<file path="src/rtl/fwd_scoreboard_pkg.sv">
// Shared types and constants for the fewcore hazard/forwarding scoreboard.
// Latency: n/a (types and constants only).
// Backpressure: n/a.
package fewcore_pkg;

    // Default register address width. Scoreboard entries store rd at this width.
    localparam int REG_AW_DEF = 5;

    // Forwarding select value meaning "take the operand from the register file".
    localparam int FWD_SEL_RF = 0;

    // One in-flight writer slot.
    typedef struct packed {
        logic                  valid;
        logic [REG_AW_DEF-1:0] rd;
        logic                  is_load;
    } sb_entry_t;

    // Width of a select that can encode the register file plus one code per stage.
    function automatic int sel_width(input int depth);
        return $clog2(depth + 1);
    endfunction

endpackage

</file>
<file path="src/rtl/fwd_scoreboard_match.sv">
// Per-operand priority encoder: finds the youngest in-flight writer of rs.
// Latency: purely combinational.
// Backpressure: none; not_ready tells the parent to stall on a young load.
//
// Ports:
//   entries   : scoreboard contents, index 0 = youngest (execute output)
//   en        : decode slot valid; no forwarding is requested when low
//   rs        : source register to look up; register 0 never matches
//   sel       : 0 = register file, k+1 = forward from stage k
//   not_ready : the winning writer is a load whose data is not yet forwardable
module fwd_match
    import fewcore_pkg::*;
#(
    parameter int DEPTH    = 2,
    parameter int LOAD_LAT = 1,
    parameter int SEL_W    = sel_width(DEPTH),
    parameter int REG_AW   = REG_AW_DEF
) (
    input  sb_entry_t [DEPTH-1:0] entries,
    input  logic                  en,
    input  logic [REG_AW-1:0]     rs,
    output logic [SEL_W-1:0]      sel,
    output logic                  not_ready
);

    // Scan from oldest to youngest so the youngest match is the last to
    // assign and therefore wins.
    always_comb begin
        sel       = SEL_W'(FWD_SEL_RF);
        not_ready = 1'b0;
        if (en && (rs != '0)) begin
            for (int k = DEPTH - 1; k >= 0; k--) begin
                if (entries[k].valid && (entries[k].rd == REG_AW_DEF'(rs))) begin
                    sel       = SEL_W'(k + 1);
                    not_ready = entries[k].is_load && (k < LOAD_LAT);
                end
            end
        end
    end

endmodule

</file>
<file path="src/rtl/fwd_scoreboard.sv">
// Hazard/forwarding unit: shift-register scoreboard of in-flight writers beside decode.
// Latency: selects, stall and flush are combinational; scoreboard advances every clk.
// Backpressure: stall holds fetch/decode and inserts a bubble; flush kills the decode slot.
//
// Ports:
//   clk, reset (async, active-low)
//   id_valid/id_rs1/id_rs2/id_rd/id_we/id_is_load : decode-slot instruction
//   ex_branch_taken : taken branch resolved in execute this cycle
//   stall, flush, fwd_sel_rs1, fwd_sel_rs2, inflight : hazard outputs
//   stall_cnt, flush_cnt : saturating event counters, present only when
//                          FWD_SCOREBOARD_STATS_EN is defined
// REG_AW must not exceed fewcore_pkg::REG_AW_DEF (width of the stored rd).
module fwd_scoreboard
    import fewcore_pkg::*;
#(
    parameter int REG_AW    = REG_AW_DEF,
    parameter int FWD_DEPTH = 2,
    parameter int LOAD_LAT  = 1,
    parameter int SEL_W     = sel_width(FWD_DEPTH)
) (
    input  logic                 clk,
    input  logic                 reset,
    input  logic                 id_valid,
    input  logic [REG_AW-1:0]    id_rs1,
    input  logic [REG_AW-1:0]    id_rs2,
    input  logic [REG_AW-1:0]    id_rd,
    input  logic                 id_we,
    input  logic                 id_is_load,
    input  logic                 ex_branch_taken,
    output logic                 stall,
    output logic                 flush,
    output logic [SEL_W-1:0]     fwd_sel_rs1,
    output logic [SEL_W-1:0]     fwd_sel_rs2,
    output logic [FWD_DEPTH-1:0] inflight
`ifdef FWD_SCOREBOARD_STATS_EN
    ,
    output logic [31:0]          stall_cnt,
    output logic [31:0]          flush_cnt
`endif
);

    sb_entry_t [FWD_DEPTH-1:0] sb;
    sb_entry_t                 new_entry;
    logic                      nr_rs1;
    logic                      nr_rs2;
    logic                      issue;

    fwd_match #(
        .DEPTH    (FWD_DEPTH),
        .LOAD_LAT (LOAD_LAT),
        .SEL_W    (SEL_W),
        .REG_AW   (REG_AW)
    ) u_match_rs1 (
        .entries   (sb),
        .en        (id_valid),
        .rs        (id_rs1),
        .sel       (fwd_sel_rs1),
        .not_ready (nr_rs1)
    );

    fwd_match #(
        .DEPTH    (FWD_DEPTH),
        .LOAD_LAT (LOAD_LAT),
        .SEL_W    (SEL_W),
        .REG_AW   (REG_AW)
    ) u_match_rs2 (
        .entries   (sb),
        .en        (id_valid),
        .rs        (id_rs2),
        .sel       (fwd_sel_rs2),
        .not_ready (nr_rs2)
    );

    // Flush is gated by reset so every output reads zero while reset is held,
    // even if execute is still presenting a stale taken branch.
    assign flush = ex_branch_taken & reset;
    assign stall = id_valid & (nr_rs1 | nr_rs2) & ~flush;
    assign issue = id_valid & ~stall & ~flush;

    // Anything that does not issue a real writer enters as an all-zero bubble.
    always_comb begin
        new_entry = '0;
        if (issue && id_we && (id_rd != '0)) begin
            new_entry.valid   = 1'b1;
            new_entry.rd      = REG_AW_DEF'(id_rd);
            new_entry.is_load = id_is_load;
        end
    end

    always_ff @(posedge clk or negedge reset) begin
        if (!reset) begin
            sb <= '0;
        end else begin
            for (int k = FWD_DEPTH - 1; k > 0; k--) begin
                sb[k] <= sb[k-1];
            end
            sb[0] <= new_entry;
        end
    end

    always_comb begin
        inflight = '0;
        for (int k = 0; k < FWD_DEPTH; k++) begin
            inflight[k] = sb[k].valid;
        end
    end

`ifdef FWD_SCOREBOARD_STATS_EN
    // Counters stick at all-ones instead of wrapping.
    always_ff @(posedge clk or negedge reset) begin
        if (!reset) begin
            stall_cnt <= '0;
            flush_cnt <= '0;
        end else begin
            if (stall && (stall_cnt != '1)) begin
                stall_cnt <= stall_cnt + 32'd1;
            end
            if (flush && (flush_cnt != '1)) begin
                flush_cnt <= flush_cnt + 32'd1;
            end
        end
    end
`endif

endmodule

</file>
<file path="config.mk">
export PLATFORM = sky130hd
export DESIGN_NAME = fwd_scoreboard
export DESIGN_NICKNAME = d
export VERILOG_FILES = /design/src/rtl/fwd_scoreboard_pkg.sv /design/src/rtl/fwd_scoreboard_match.sv /design/src/rtl/fwd_scoreboard.sv
export SDC_FILE = /design/constraint.sdc
export NUM_CORES = 1
export LEC_CHECK = 0
export ABC_AREA = 1
export CAP_MARGIN = 25
export CELL_PAD_IN_SITES_DETAIL_PLACEMENT = 1
export CELL_PAD_IN_SITES_GLOBAL_PLACEMENT = 1
export CORE_ASPECT_RATIO = 0.8
export CORE_MARGIN = 2
export CORE_UTILIZATION = 33
export DETAILED_ROUTE_END_ITERATION = 10
export GPL_TIMING_DRIVEN = 0
export PLACE_DENSITY = 0.86
export SLEW_MARGIN = 20
export SYNTH_ARGS = -nofsm -noshare
export SYNTH_HDL_FRONTEND = slang
export SYNTH_HIERARCHICAL = 1
export SYNTH_SLANG_ARGS = --single-unit
export TNS_END_PERCENT = 50
</file>
<file path="constraint.sdc">
create_clock -name clk -period 1.87 [get_ports clk]
set_input_delay 0.374 -clock clk [delete_from_list [all_inputs] [get_ports clk]]
set_output_delay 0.374 -clock clk [all_outputs]
set_load 0.05 [all_outputs]
</file>
* After elaboration in Yosys (flattened, before gate mapping)
Index checks and enable logic that the tools add are counted.
** Word-level totals
- ROM bits :: 0
- RAM bits :: 0
- Word-level logic and storage cells :: 39
- Memories :: 0
- Output and inout bits :: 8
- Bits in latches :: 0
- Bits of input ports :: 21
- Bits in registers :: 13
** Operators by class
- Reduce and logical (&&, ||, !) cells :: 11
- Divide/modulo/power cells :: 0
- Eq/ne operators :: 4
- Bitwise logic cells :: 8
- Multipliers :: 0
- Multiplexer cells :: 11
- $lt $le $gt $ge :: 0
- Add/sub/neg operators :: 0
- Shift operators :: 0
** Operators by type and width (number)
- 5-bit == test :: 4
- 5-bit nonzero test :: 3
- 2-bit two-way mux :: 6
- 1-bit logical AND :: 8
- 7-bit two-way mux :: 1
- 1-bit AND :: 5
- 1-bit two-way mux :: 4
- 1-bit inverter :: 2
- 1-bit bitwise OR :: 1

* Logic depth before layout (Yosys ltp)
Gate-level depths: netlist (run 1).
- Word-level depth :: 13
- Depth in mapped cells :: 11
- Depth with buffers taken out :: 11

* Modules after synthesis
The synthesis (run 1) kept the hierarchy.
** By module, submodules not included
- fwd_match :: seq. area each 0.0 um2, cells each 56, area an instance 240.2 um2, instances 2
- fwd_scoreboard :: seq. area each 350.3 um2, cells each 41, area an instance 467.9 um2, instances 1

* Worst setup path after synthesis (run 1)
No wires, ideal clock.
- Path type :: register to output
- Start :: register sb[5] in the netlist's numbering
- End :: output stall
- Stages on the path, launching flop included :: 9
- Path buffers :: 0
- Setup slack :: -0.053 ns
- Data arrival time :: 1.549 ns
- Cell sequence :: dfrtp_1 inv_1 nand2_1 nand2_2 nor2_2 nand4_1 nor2_1 nor2_2 nor2_1
** On the way
- Word-level cells in the longest chain between the ends :: 7
- Elaborated cells between the ends (all ways) :: 11
- Those cells by class :: eq/ne: 2; mux: 4; bitwise: 3; reduce/logical: 2
** RTL lines
- from (decl) :: RTL line fwd_scoreboard.sv:42 : sb_entry_t [FWD_DEPTH-1:0] sb;
- from (signal, indexed assignment) :: RTL line fwd_scoreboard.sv:95 : sb[k] <= sb[k-1];
- 5-bit == test :: RTL line fwd_scoreboard_match.sv:33 : if (entries[k].valid && (entries[k].rd == REG_AW_DEF'(rs))) begin
- 1-bit logical AND :: RTL line fwd_scoreboard_match.sv:33
- 1-bit two-way mux :: RTL line fwd_scoreboard_match.sv:33
- 1-bit two-way mux :: RTL line fwd_scoreboard_match.sv:31 : if (en && (rs != '0)) begin
- via nr_rs2 :: RTL line fwd_scoreboard.sv:45 : logic nr_rs2;
- 1-bit bitwise OR :: RTL line fwd_scoreboard.sv:77 : assign stall = id_valid & (nr_rs1 | nr_rs2) & ~flush;
- 1-bit AND (2 in a row) :: RTL line fwd_scoreboard.sv:77
- to (decl) :: RTL line fwd_scoreboard.sv:30 : output logic stall,
The timed path passes the listed nets, and every way through them passes these cells.

* Final worst setup path (run 1)
- Start :: register sb[5] in the netlist's numbering
- End :: output stall
** On the way
- Word-level cells in the longest chain between the ends :: 7
- Elaborated cells between the ends (all ways) :: 11
- Those cells by class :: eq/ne: 2; mux: 4; bitwise: 3; reduce/logical: 2
** RTL lines
- 5-bit == test :: RTL line fwd_scoreboard_match.sv:33
- 1-bit logical AND :: RTL line fwd_scoreboard_match.sv:33
- 1-bit two-way mux :: RTL line fwd_scoreboard_match.sv:33
- 1-bit two-way mux :: RTL line fwd_scoreboard_match.sv:31
- via nr_rs1 :: RTL line fwd_scoreboard.sv:44 : logic nr_rs1;
- 1-bit bitwise OR :: RTL line fwd_scoreboard.sv:77
- 1-bit AND (2 in a row) :: RTL line fwd_scoreboard.sv:77
The timed path passes the listed nets, and every way through them passes these cells.

==> out/metrics.yaml, run 1 <==
outcome: "complete, but fails checks"
failed_checks: "negative setup slack"
post_drt_wl_per_cell_microns: 11.51
rsz0062_at_grt: "true"
grt_pass1_wl_mm: 4.140
synth.avg_cell_area_sq_um: 6.075
dieArea_sq_um: 3240
crit_path_max_fanout: 5
gr-usage-met3_pct: 1.762
grt.busiest_layer: "met2"
finalHoldViolCount: 0
reg2reg_slack_ps: 410
crit_chain: "nand2_2, nand2_2, nor2_2, nand4_1, nor2_2, nor2_2, nor2_2, buf_6"
htree_levels: 1
cap_violations: 0
cts-hold-fix-buffers: 0
cts_tree: "yes"
ir_drop_mv: 0.2795
p_int_uw: 440.0
drive_above_1_share_pct: 21.74
antenna_found_initial: 0
grt_util_all_layers_pct: 15.99
finalCritPeriodShare_pct: 103.1
critical-path-slowest-cell: "dfrtp_2"
critPathMostFrequentCell: "nor2_2"
grt_pass1_vias: 993
drt_pass1_iterations: 4
clock_skew_ps: 2.731
p_per_area_nw_per_um2: 490.6
grt_util_met2_pct: 31.74
path_clk_slew_ps: 70
diodes: 0
vias_per_cell: 4.347
clkLatencyLatePin_ps: 270
crit_type: "flop to primary output"
slew_headroom_pct: 68.07
cts_buffers: 3
place_hpwl_mm: 2.215
synthesis.area_sq_um: 923.4
crit_required_ps: 1500
p_sw_share_pct: 29.59
min_period_ps: 1929
hold_class: "input pin to async pin"
hold_slack_ps: 81.00
root_buffer: "clkbuf_4"
worst_slack_ps: -58.62
arrival_ps: 1550
gp_congestion: 0.7765
drc_errors: 0
cts_sinks: 13
nNetsFinal: 206
timing.fmax_ghz: 0.5185
cts.path.max_buffers: 2
wirelength_mm: 2.556
setup_tns_ps: -58.62
power_switching_uw: 184.9
tightest_slew_ps: 480.9
met1_usage_pct: 18.58
initial_core_util_pct: 34.18
maxSlewViolCount: 0
syn-instance-count: 152
area_delta_synth_final_pct: 37.94
first_iter_violations: 30
grt_max_degree: 15
p_clk_share_pct: 26.1
ant_nets: 0
endpoint_kind: "primary output"
r2r.worst_path.cells: 11
grt-ovfl-total: 0
combPwrFrac_pct: 25.1
final_cells: 222
core_area_sq_um: 2701
synth_warnings: 6
fin_util_pct: 47.15
place_inst: 218
io_pins: 29
total_power_uw: 624.8
chipHeight_microns: 51.32
io_buffers: 28
startpoint_type: "flop"
die-width_microns: 63.14
power_frac_seq_pct: 48.7
num_rows: 17
fill_cells: 380
dr_total_vias: 965
p_leak_uw: 0.0007017
slowest_delay_ps: 450
setup_viol: 1
synthesis.nets: 173
critical path, delay by kind of cell, from the launching register on:
kind                   cells  cell delay, ps
AND/OR/NAND/NOR            7             670
flip-flops                 1             450
buffers and inverters      1             170
metal layers:
metal | vias up | wire [microns]
li1 | 495 | -
met1 | 444 | 1114
met2 | 23 | 1325
met3 | 3 | 95
met4 | 0 | 21
met5 | - | 0
worst paths after layout:
| path | startpoint | to |
|---|---|---|
| max in group asynchronous | reset | sb[4] |
| min reg2reg | sb[1] | sb[8] |
| min in group clk | sb[1] | sb[8] |
| max | sb[5] | stall |
| max reg2reg | sb[2] | sb[2] |
| min | reset | inflight[0] |
power groups by stage:
stage / Sequential (uW) / Combinational [uW] / Clock [uW]
6_report: 305 / 157 / 163
4_1_cts: 304 / 156 / 168
5_1_grt: 306 / 175 / 172
3_3_place_gp: 309 / 158 / 0
3_5_place_dp: 310 / 167 / 0
2_1_floorplan: 305 / 87.0 / 0
registers in the layout (all words and copies together) (netlist names):
register and flops:
sb 11, inflight 2
repair_timing:
item	in CTS	in global routing
resized for setup	48	15
setup endpoints to repair	8	6
gates cloned	0	0
pin swaps	5	2
buffers inserted	0	0
through the flow:
stage / setup WS [ps] / cell area (sq um)
final: -58.62 / 1274
after global routing: -162.5 / 1274
after CTS: -92.00 / 1252
after detailed placement: -909.8 / 1254
after global placement: -874.3 / 1254
after floorplan: 104.0 / 925.9
placed cells by master, fill, tap and decap left out, types with 2 or more instances in the layout:
| cell | count |
|---|---|
| buf_6 | 4 |
| dlygate4sd2_1 | 12 |
| nor2_1 | 26 |
| nand2_2 | 5 |
| nor2_2 | 13 |
| dfrtp_2 | 2 |
| dfrtp_1 | 11 |
| inv_2 | 7 |
| clkbuf_4 | 3 |
| buf_4 | 4 |
| nand2_1 | 43 |
| xor2_1 | 4 |
| nand4_1 | 4 |
| clkdlybuf4s50_1 | 8 |
| nand3_1 | 5 |
| inv_1 | 30 |
cell type report:
| type | instances | area [sq um] | share of cell area, % |
|---|---|---|---|
| multi-input combinational | 100 | 456.7 | 35.85 |
| sequential | 13 | 327.8 | 25.74 |
| buffer | 2 | 15.01 | 1.179 |
| timing repair buffer | 28 | 261.5 | 20.53 |
| tap | 38 | 47.55 | 3.733 |
| inverter | 37 | 138.9 | 10.90 |
| clock buffer | 4 | 26.28 | 2.063 |
Power figures use the tool's default switching activity.
==> inputs of run 2 (changes only) <==
--- a/config.mk
+++ b/config.mk
@@ -10,11 +10,12 @@
 export CELL_PAD_IN_SITES_DETAIL_PLACEMENT = 1
 export CELL_PAD_IN_SITES_GLOBAL_PLACEMENT = 1
 export CORE_ASPECT_RATIO = 0.8
-export CORE_MARGIN = 2
+export CORE_MARGIN = 5
 export CORE_UTILIZATION = 33
 export DETAILED_ROUTE_END_ITERATION = 10
 export GPL_TIMING_DRIVEN = 0
 export PLACE_DENSITY = 0.86
+export SKIP_CTS_REPAIR_TIMING = 1
 export SLEW_MARGIN = 20
 export SYNTH_ARGS = -nofsm -noshare
 export SYNTH_HDL_FRONTEND = slang
==> run 2 against run 1 <==
Net effect:
- largest cell class unchanged
- cell area increased by 5.5%
- the flow finishes with violations (negative hold slack, negative setup slack)
- flip-flop and latch count unchanged
- global-route usage decreased by 1.9 points
==> out/metrics.yaml, run 2 (same netlist as run 1, synthesis figures left out) <==
layout_commonest_cell: "nand2_1"
slowest_delay_ps: 410
gp_congestion: 0.7927
startpoint_type: "flop"
tightest_slew_ps: 500.7
cts_sinks: 13
area_delta_synth_final_pct: 45.53
maxSlewViolCount: 0
timing.rr.start: "sb[3]"
rsz0062_at_grt: "true"
cts.path.max_buffers: 2
dr_total_vias: 990
timing.fmax_ghz: 0.5073
num_rows: 17
finalCritPeriodShare_pct: 105.4
post-place-ws_ps: -929.1
io_pins: 29
finalHoldViolCount: 13
vias_per_cell: 4.439
core_area_sq_um: 2723
slew_headroom_pct: 66.57
arrival_ps: 1600
critPathLaunch: "sb[2]"
ir_drop_mv: 0.2907
wirelength_mm: 2.763
drc_errors: 0
crit_type: "flop to primary output"
diodes: 0
initial_core_util_pct: 33.92
clkLatencyLatePin_ps: 260
hold_class: "input pin to async pin"
p_per_area_nw_per_um2: 472.7
clock_skew_ps: 4.385
drt_pass1_iterations: 4
critPathBufInv: 2
root_buffer: "clkbuf_4"
min_period_ps: 1971
critPathTopFamily: "simple AND/OR/NAND/NOR gates"
worst_slack_ps: -101.1
grt_max_degree: 15
grt_util_all_layers_pct: 14.06
grt-ovfl-total: 0
mostFrequentLayoutCells: "43 x nand2_1, 31 x inv_1, 23 x nor2_1"
ant_nets: 0
failed_checks: "negative hold slack, negative setup slack"
design_area_sq_um: 1344
die-width_microns: 69.14
critical-path-slowest-cell: "dfrtp_2"
chipHeight_microns: 57.32
grt_pass1_wl_mm: 4.588
io_buffers: 28
largest_register_ffs: 11
nNetsFinal: 207
crit_chain: "inv_1, nand2_1, nand2_1, nor2_1, nand4_1, nor2_2, nor2_2, nor2_2, buf_6"
htree_levels: 1
crit_required_ps: 1500
drive_above_1_share_pct: 24.86
outcome: "complete, but fails checks"
antenna_found_initial: 0
grt_pass1_vias: 1066
post_drt_wl_per_cell_microns: 12.39
first_iter_violations: 16
p_leak_uw: 0.0007934
crit_path_max_fanout: 5
path_clk_slew_ps: 70
cts_buffers: 3
endpoint_kind: "primary output"
critPathMostFrequentCell: "nor2_2"
cts_tree: "yes"
setup_viol: 4
place_hpwl_mm: 2.264
dpl-instance-area_sq_um: 1254
cap_violations: 0
hold_slack_ps: -7.290
top_register: "sb"
dieArea_sq_um: 3963
[run 2: cell count changes in the layout (fill, tap and decap cells not counted), moves of 2 or more]
cell            change
nor2_1              -3
dfrtp_1             -2
nor2_2              +2
dlygate4sd2_1      -12
dlymetal6s2s_1     +11
dfrtp_2             +2
[run 2: final timing paths]
path / to / slack [ps] / cells after the start
min reg2reg: sb[8] / 430 / 0
max in group asynchronous: sb[5] / 1610 / 1
max: stall / -100 / 9
min: sb[1] / -7 / 1
max reg2reg: sb[3] / 310 / 11
min in group clk: sb[8] / 430 / 0
[run 2: metrics by stage]
step           cells  hold WS (ps)  setup TNS (ps)  utilization (%)  total power (uW)
4_1_cts          222         428.0           -4978            47.01             636.2
3_3_place_gp     218         404.4           -4532            46.05             467.5
2_1_floorplan    152         78.41               0                -             392.4
5_1_grt          223         4.446          -491.9            49.36             680.3
3_5_place_dp     218         411.6           -5276            46.05             477.4
6_report         223        -7.290          -132.8            49.36             635.2
[run 2: cell type report]
type                       count  area, sq um
timing repair buffer          29        311.5
clock buffer                   4        26.28
inverter                      37        138.9
tap                           38        47.55
sequential                    13        330.3
fill                         382         1379
multi-input combinational    100        474.2
buffer                         2        15.01
[run 2: metal layers]
layer | global-route usage, % | up-vias | part of all wire (%)
met2 | 27.45 | 22 | 53
met1 | 15.90 | 466 | 43
met5 | 0 | - | 0
met3 | 2.993 | 4 | 3.8
li1 | - | 498 | -
met4 | 2.507 | 0 | 0.65
[run 2: power by group]
group | switching, uW | internal, uW | leakage [uW]
clock network | 77.4 | 82.4 | 0.0000150
registers | 13.5 | 292 | 0.000170
logic | 95.8 | 73.7 | 0.000609
[run 2: worst register-to-register path: stages, from the launching register on]
cell and delay (ps):
dfrtp_2 450, nand2_1 100, inv_1 50, nor2_2 120, nor2_4 50, nand4_1 70, nor2_1 50, nor2_2 160
nand2_1 90, nor2_2 120, nand2_2 110, nor2_1 110
==> inputs of run 3 (changes only) <==
--- a/config.mk
+++ b/config.mk
@@ -14,7 +14,7 @@
 export CORE_UTILIZATION = 33
 export DETAILED_ROUTE_END_ITERATION = 10
 export GPL_TIMING_DRIVEN = 0
-export PLACE_DENSITY = 0.86
+export PLACE_DENSITY = 0.81
 export SKIP_CTS_REPAIR_TIMING = 1
 export SLEW_MARGIN = 20
 export SYNTH_ARGS = -nofsm -noshare
==> run 3 against run 2 <==
Net effect:
- the run ends with negative setup slack left
- clock-buffer cell count unchanged
- sequential power about the same
- global-route usage decreased by 0.34 points
- clock skew decreased by 0.57 ps
- critical endpoint unchanged
==> out/metrics.yaml, run 3 (same netlist as run 1, synthesis figures left out) <==
outcome: "complete, but fails checks"
failed_checks: "negative setup slack"
grt_util_met2_pct: 25.00
diodes: 0
rsz0062_at_grt: "true"
hold_class: "flop to flop"
design_area_sq_um: 1336
nNetsFinal: 207
worst_slack_ps: -81.22
num_rows: 17
finalCritPeriodShare_pct: 104.3
cap_violations: 0
cts_sinks: 13
tightest_slew_ps: 549.3
grt_pass1_vias: 986
regArea_sq_um: 330.3
core_area_sq_um: 2723
grt.busiest_layer: "met2"
clock_skew_ps: 3.814
setup_viol: 1
place_hpwl_mm: 2.162
io_buffers: 28
largest_register_ffs: 11
antenna_found_initial: 0
root_buffer: "clkbuf_4"
initial_core_util_pct: 33.92
layout_commonest_cell: "nand2_1"
grt_util_all_layers_pct: 13.72
endpoint_kind: "primary output"
top_register: "sb"
first_iter_violations: 39
crit_required_ps: 1500
drive_above_1_share_pct: 23.78
min_period_ps: 1951
crit_path_max_fanout: 5
htree_levels: 1
grt_pass1_wl_mm: 4.305
crit_type: "flop to primary output"
total_power_uw: 641.2
startpoint_type: "flop"
post_drt_wl_per_cell_microns: 11.37
drc_errors: 0
grt-ovfl-total: 0
area_delta_synth_final_pct: 44.72
vias_per_cell: 4.157
p_leak_uw: 0.0007916
gr-usage-met3_pct: 2.465
critPathTopFamily: "simple AND/OR/NAND/NOR gates"
multi_input_area_sq_um: 464.2
chipHeight_microns: 57.32
critPathMostFrequentCell: "nor2_2"
drt_pass1_iterations: 4
finalHoldViolCount: 0
dr_total_vias: 927
critPathBufInv: 1
maxSlewViolCount: 0
ir_drop_mv: 0.3060
path_clk_slew_ps: 70
grt_max_degree: 15
critical-path-slowest-cell: "dfrtp_2"
mostFrequentLayoutCells: "43 x nand2_1, 31 x inv_1, 23 x nor2_1"
io_pins: 29
dpl-instance-area_sq_um: 1254
wirelength_mm: 2.536
slew_headroom_pct: 63.26
clkLatencyLatePin_ps: 280
slowest_delay_ps: 450
arrival_ps: 1580
ant_nets: 0
fill_cells: 389
met1_usage_pct: 15.91
gp_congestion: 0.7240
dieArea_sq_um: 3963
die-width_microns: 69.14
cts_tree: "yes"
p_per_area_nw_per_um2: 479.8
crit_chain: "nor2_2, nor2_2, nor2_2, nand4_1, nor2_1, nor2_2, nor2_2, buf_6"
cts_buffers: 3
cts.path.max_buffers: 2
timing.fmax_ghz: 0.5125
==> run 3: stage by stage <==
stage          setup TNS (ps)  setup slack, ps  util, %  hold WS [ps]  std cells
4_1_cts                 -4951           -949.8    47.01         427.6        222
5_1_grt                -337.7           -199.9    49.08         439.1        223
3_3_place_gp            -4431           -880.3    46.05         405.3        218
2_1_floorplan               0            104.0        -         78.41        152
6_report               -81.22           -81.22    49.08         427.5        223
3_5_place_dp            -5179           -915.8    46.05         405.9        218
==> run 3: power by group <==
part	leakage (uW)	internal, uW	switching (uW)
sequential	0.000170	292	12.7
clock	0.0000150	82.9	88.5
combinational	0.000607	73.9	91.0
==> run 3: area by class of cell <==
cell class	instances	area share, %
sequential	13	24.72
multi-input combinational	100	34.74
timing repair buffer	29	23.50
inverter	37	10.39
tap	38	3.558
clock buffer	4	1.966
buffer	2	1.124
==> run 3: path summary, 6_finish.rpt <==
| path | from | endpoint | slack [ps] | depth (start not counted) |
|---|---|---|---|---|
| max in group asynchronous | reset | sb[3] | 860 | 2 |
| hold reg to reg | sb[1] | sb[8] | 430 | 0 |
| hold / removal | sb[1] | sb[8] | 430 | 0 |
| setup reg to reg | sb[3] | sb[2] | 420 | 11 |
| setup / recovery | sb[3] | stall | -80 | 8 |
| min in group asynchronous | reset | sb[1] | 610 | 2 |
==> run 3: metal layers <==
layer / vias to the layer above / wire length, microns
met2: 20 / 1252
li1: 497 / -
met5: - / 0
met3: 5 / 78
met4: 0 / 45
met1: 405 / 1160
==> run 3: worst register-to-register path, cell delays in order, from the launching register on <==
cell     delay, ps
dfrtp_2        450
nand2_1         80
inv_1           50
nor2_2          90
nor2_2          50
nand4_1         60
nor2_1          50
nor2_2         170
nand2_1         80
nor2_2         120
nand2_2        100
nor2_1          90
==> patch 1 (config.mk and constraints of run 2) <==
Change the parameter `FWD_DEPTH` from 2 to 1.
--- a/src/rtl/fwd_scoreboard.sv
+++ b/src/rtl/fwd_scoreboard.sv
@@ -14,7 +14,7 @@
     import fewcore_pkg::*;
 #(
     parameter int REG_AW    = REG_AW_DEF,
-    parameter int FWD_DEPTH = 2,
+    parameter int FWD_DEPTH = 1,
     parameter int LOAD_LAT  = 1,
     parameter int SEL_W     = sel_width(FWD_DEPTH)
 ) (
Ports: changed (resized fwd_sel_rs1, fwd_sel_rs2 and inflight); port bits go from 29 to 26. No check against the original RTL was run, so the function may have changed too.
==> patch 1 against run 2 <==
The flow finishes with violations (negative setup slack). Worst setup slack better by 0.0058 ns. Sequential cell count is 6 lower. Sequential power fell by 47%. Wire length down 33%. Power shrank 35%. Synthesized area fell by 41%. Non-clock buffer count down 3. Clock power is 17% lower. Via count down 38%. Combinational power decreased by 31%. First-iteration DRC count decreased by 63%. Final area decreased by 30%. Critical path depth up 1. Critical path type unchanged. Largest power group unchanged. Highest routed layer unchanged.
==> patch 1: results (changes against run 2) <==
Global route
  – Met1 usage: 11.83% (-4.1 points)
  – Vias in the first global route: 692 (-35%)
  – Largest net degree at the start of global routing: 9 (-6)
  – GR Util met3: 5.042% (+2.0 points)
  – First-pass GRT wire length: 2.725 mm (-41%)

Layout
  – Inverters: 25 (-32%)
  – Max reg flops: 6 (-5)
  – Count of multi-input gates: 54 (-46%)
  – Buffers, non-clock: 28 (-9.7%)
  – Clock-cell share: 2.800% (+0.84 points)
  – Buffering overhead: 32.53% (+8.2 points)
  – Fraction of area in multi-input gates: 32.93% (-2.4 points)
  – Register Area: 176.4 sq um (-47%)
  – Share of layout cells above drive strength 1: 26.27% (+1.4 points)
  – Seq Cell Count: 7 (-6)

Routing
  – DR WL met3: 129 um (+23%)
  – Final WL: 1.841 mm (-33%)
  – Average vias per placed instance: 4.357 (-1.9%)
  – Routed length on met2: 983 um (-32%)
  – M1 WL: 698 um (-41%)
  – Routed len/inst: 13.15 um (+6.1%)

Timing
  – Worst slew margin: 66.86% (+0.29 points)
  – Clock skew: 0.0009981 ns (-0.003387 ns)
  – Final setup violation count: 2 (-2)
  – TNS Setup: -0.1299 ns (+0.002995 ns)
  – PnR worst setup slack: -0.09525 ns (+0.005834 ns)
  – Hold WS: 0.01423 ns (+0.02152 ns)

Setup path
  – Worst Path Max Fanout: 4 (-1)
  – CP max stage delay: 0.43 ns (+0.02 ns)

Pwr
  – Leakage power: 0.5911 nW (-25%)
  – Sw power: 0.1185 mW (-37%)

Placed design
  – DP Worst Slack: -0.8979 ns (+0.03119 ns)
  – I/O Buffers: 25 (-11%)
  – Placed Area: 828.3 sq um (-34%)
  – GPL Wtd Cong: 0.7280 (-8.2%)

Status
  – Failing checks: negative setup slack
  – Run status: finished, violations left

Synth
  – Post-Syn Area per Cell: 6.314 sq um (+3.9%)
==> patch 1: path summary, 6_finish.rpt <==
| path | depth (start not counted) | start | endpoint |
|---|---|---|---|
| max in group asynchronous | 1 | reset | sb[3] |
| max reg2reg | 13 | sb[5] | sb[0] |
| max | 10 | sb[3] | stall |
| min reg2reg | 7 | sb[0] | sb[4] |
| min | 1 | reset | sb[5] |
| min in group clk | 5 | id_valid | sb[4] |
==> patch 1: cell families after synthesis <==
kind of cell	after synthesis	share of synthesized area [%]
and+or+nand+nor	48	41.25
buffers and inverters	25	17.28
DFF	7	32.26
xor gates and xnor gates	4	6.451
AOI/OAI and AO/OA	2	2.764
==> patch 1: power groups by stage <==
stage	sequential [mW]	clock, mW	combinational, mW
global route	0.164	0.149	0.128
floorplan	0.168	0	0.0450
detailed placement	0.166	0	0.112
global placement	0.165	0	0.108
finish	0.163	0.133	0.118
CTS	0.163	0.135	0.113
==> patch 2 (settings of run 2) <==
Without the edit above. Build with the macro `FWD_SCOREBOARD_STATS_EN` defined.
--- a/src/rtl/fwd_scoreboard.sv
+++ b/src/rtl/fwd_scoreboard.sv
@@ -10,6 +10,8 @@
 //   stall_cnt, flush_cnt : saturating event counters, present only when
 //                          FWD_SCOREBOARD_STATS_EN is defined
 // REG_AW must not exceed fewcore_pkg::REG_AW_DEF (width of the stored rd).
+`define FWD_SCOREBOARD_STATS_EN
+
 module fwd_scoreboard
     import fewcore_pkg::*;
 #(
Behaviour (old outputs only; new: flush_cnt and stall_cnt): unchanged (equiv_simple and equiv_induct, registers matched by name and starting in step).
==> patch 2 against run 2 <==
The run still ends with negative hold slack, negative setup slack left. Wire length rose to 7.1 times the old value. Synthesized area rose to 5.7 times the old value. Power increased to 6.9 times the old value. Non-clock buffer count is 101 higher. Register-to-register slack lost 0.54 ns. Synthesized cell count grew to 5.6 times the old value. Final area increased to 5.6 times the old value. Worst setup slack lost 0.16 ns. Sequential cell count rose by 64.
==> patch 2: results (changes against run 2) <==
Status
  – Run status: finished, violations left
  – Failing checks: negative hold slack, negative setup slack

Pwr
  – Clock power frac: 45.0% (+20 points)
  – Leakage power: 4.634 nW (+480%)
  – Sw power: 1.214 mW (+550%)
  – Max rail drop VDD: 0.6856 mV (+140%)
  – Pwr Density: 581.7 nW/um^2 (+23%)

Timing
  – TNS Setup: -6.204 ns (-6.071 ns)
  – Final setup violation count: 36 (+32)
  – Hold WS: -0.008922 ns (-0.001633 ns)
  – Clock skew: 0.007089 ns (+0.002704 ns)
  – Final hold violation count: 3 (-10)
  – PnR worst setup slack: -0.2564 ns (-0.1554 ns)

Placed design
  – Post-DP HPWL: 14.15 mm (+530%)
  – DP Worst Slack: -1.196 ns (-0.2668 ns)
  – Placed Area: 6467 sq um (+420%)

Global route
  – Largest net degree at the start of global routing: 53 (+38)
  – Total track usage: 20.28% (+6.2 points)
  – First-pass GRT wire length: 29.39 mm (+540%)
  – Vias in the first global route: 5680 (+430%)

Layout
  – Nets@finish: 997 (+380%)
  – Share of layout cells above drive strength 1: 14.50% (-10 points)
  – Final Cell Area: 7579 sq um (+460%)
  – Fillers: 2002 (+420%)

Clocking
  – H-tree levels: 3 (+2)
  – Root Driver: clkbuf_16
  – Num CTS Buffers: 9 (+6)
  – Skew-Pair Late Insertion Delay: 0.35 ns (+0.09 ns)

Setup path
  – RR Endpoint: stall_cnt[4]
  – Worst setup startpoint: sb[4]
  – R2R Setup Slk: -0.23 ns (-0.54 ns)
  – Slowest stage cell on the critical path: dfrtp_1
  – Worst Reg2Reg Path Length in Cells: 16 (+5)

Routing
  – Starting DRC count in detailed routing: 282 (+266)
  – Average vias per placed instance: 4.777 (+7.6%)

Synth
  – Syn nets: 867 (+400%)
  – Syn Inst Count: 844 (+460%)
patch 2: metal layers:
layer | global-route usage, % | part of all wire, % | wire length, um
met4 | 4.813 | 1.5 | 295
met3 | 5.685 | 5.9 | 1153
met1 | 28.71 | 47 | 9242
met2 | 30.80 | 45 | 8908
met5 | 0 | 0 | 0
patch 2: cell type report:
type                       count  area [sq um]  share of cell area [%]
buffer                        13         157.7                   2.080
clock buffer                  12         256.5                   3.385
clock inverter                 4         70.07                  0.9245
inverter                      88         349.1                   4.606
multi-input combinational    666          3043                   40.15
sequential                    77          1948                   25.71
tap                          215         269.0                   3.550
timing repair buffer         119          1485                   19.60
patch 2: worst min path at each step:
stage / start / endpoint / slack [ns]
floorplan: reset / flush_cnt[0] / 0.08
global placement: sb[1] / sb[8] / 0.39
detailed placement: reset / sb[12] / 0.33
CTS: reset / sb[12] / -0.05
global route: reset / flush_cnt[18] / 0.02
finish: reset / flush_cnt[7] / -0.009
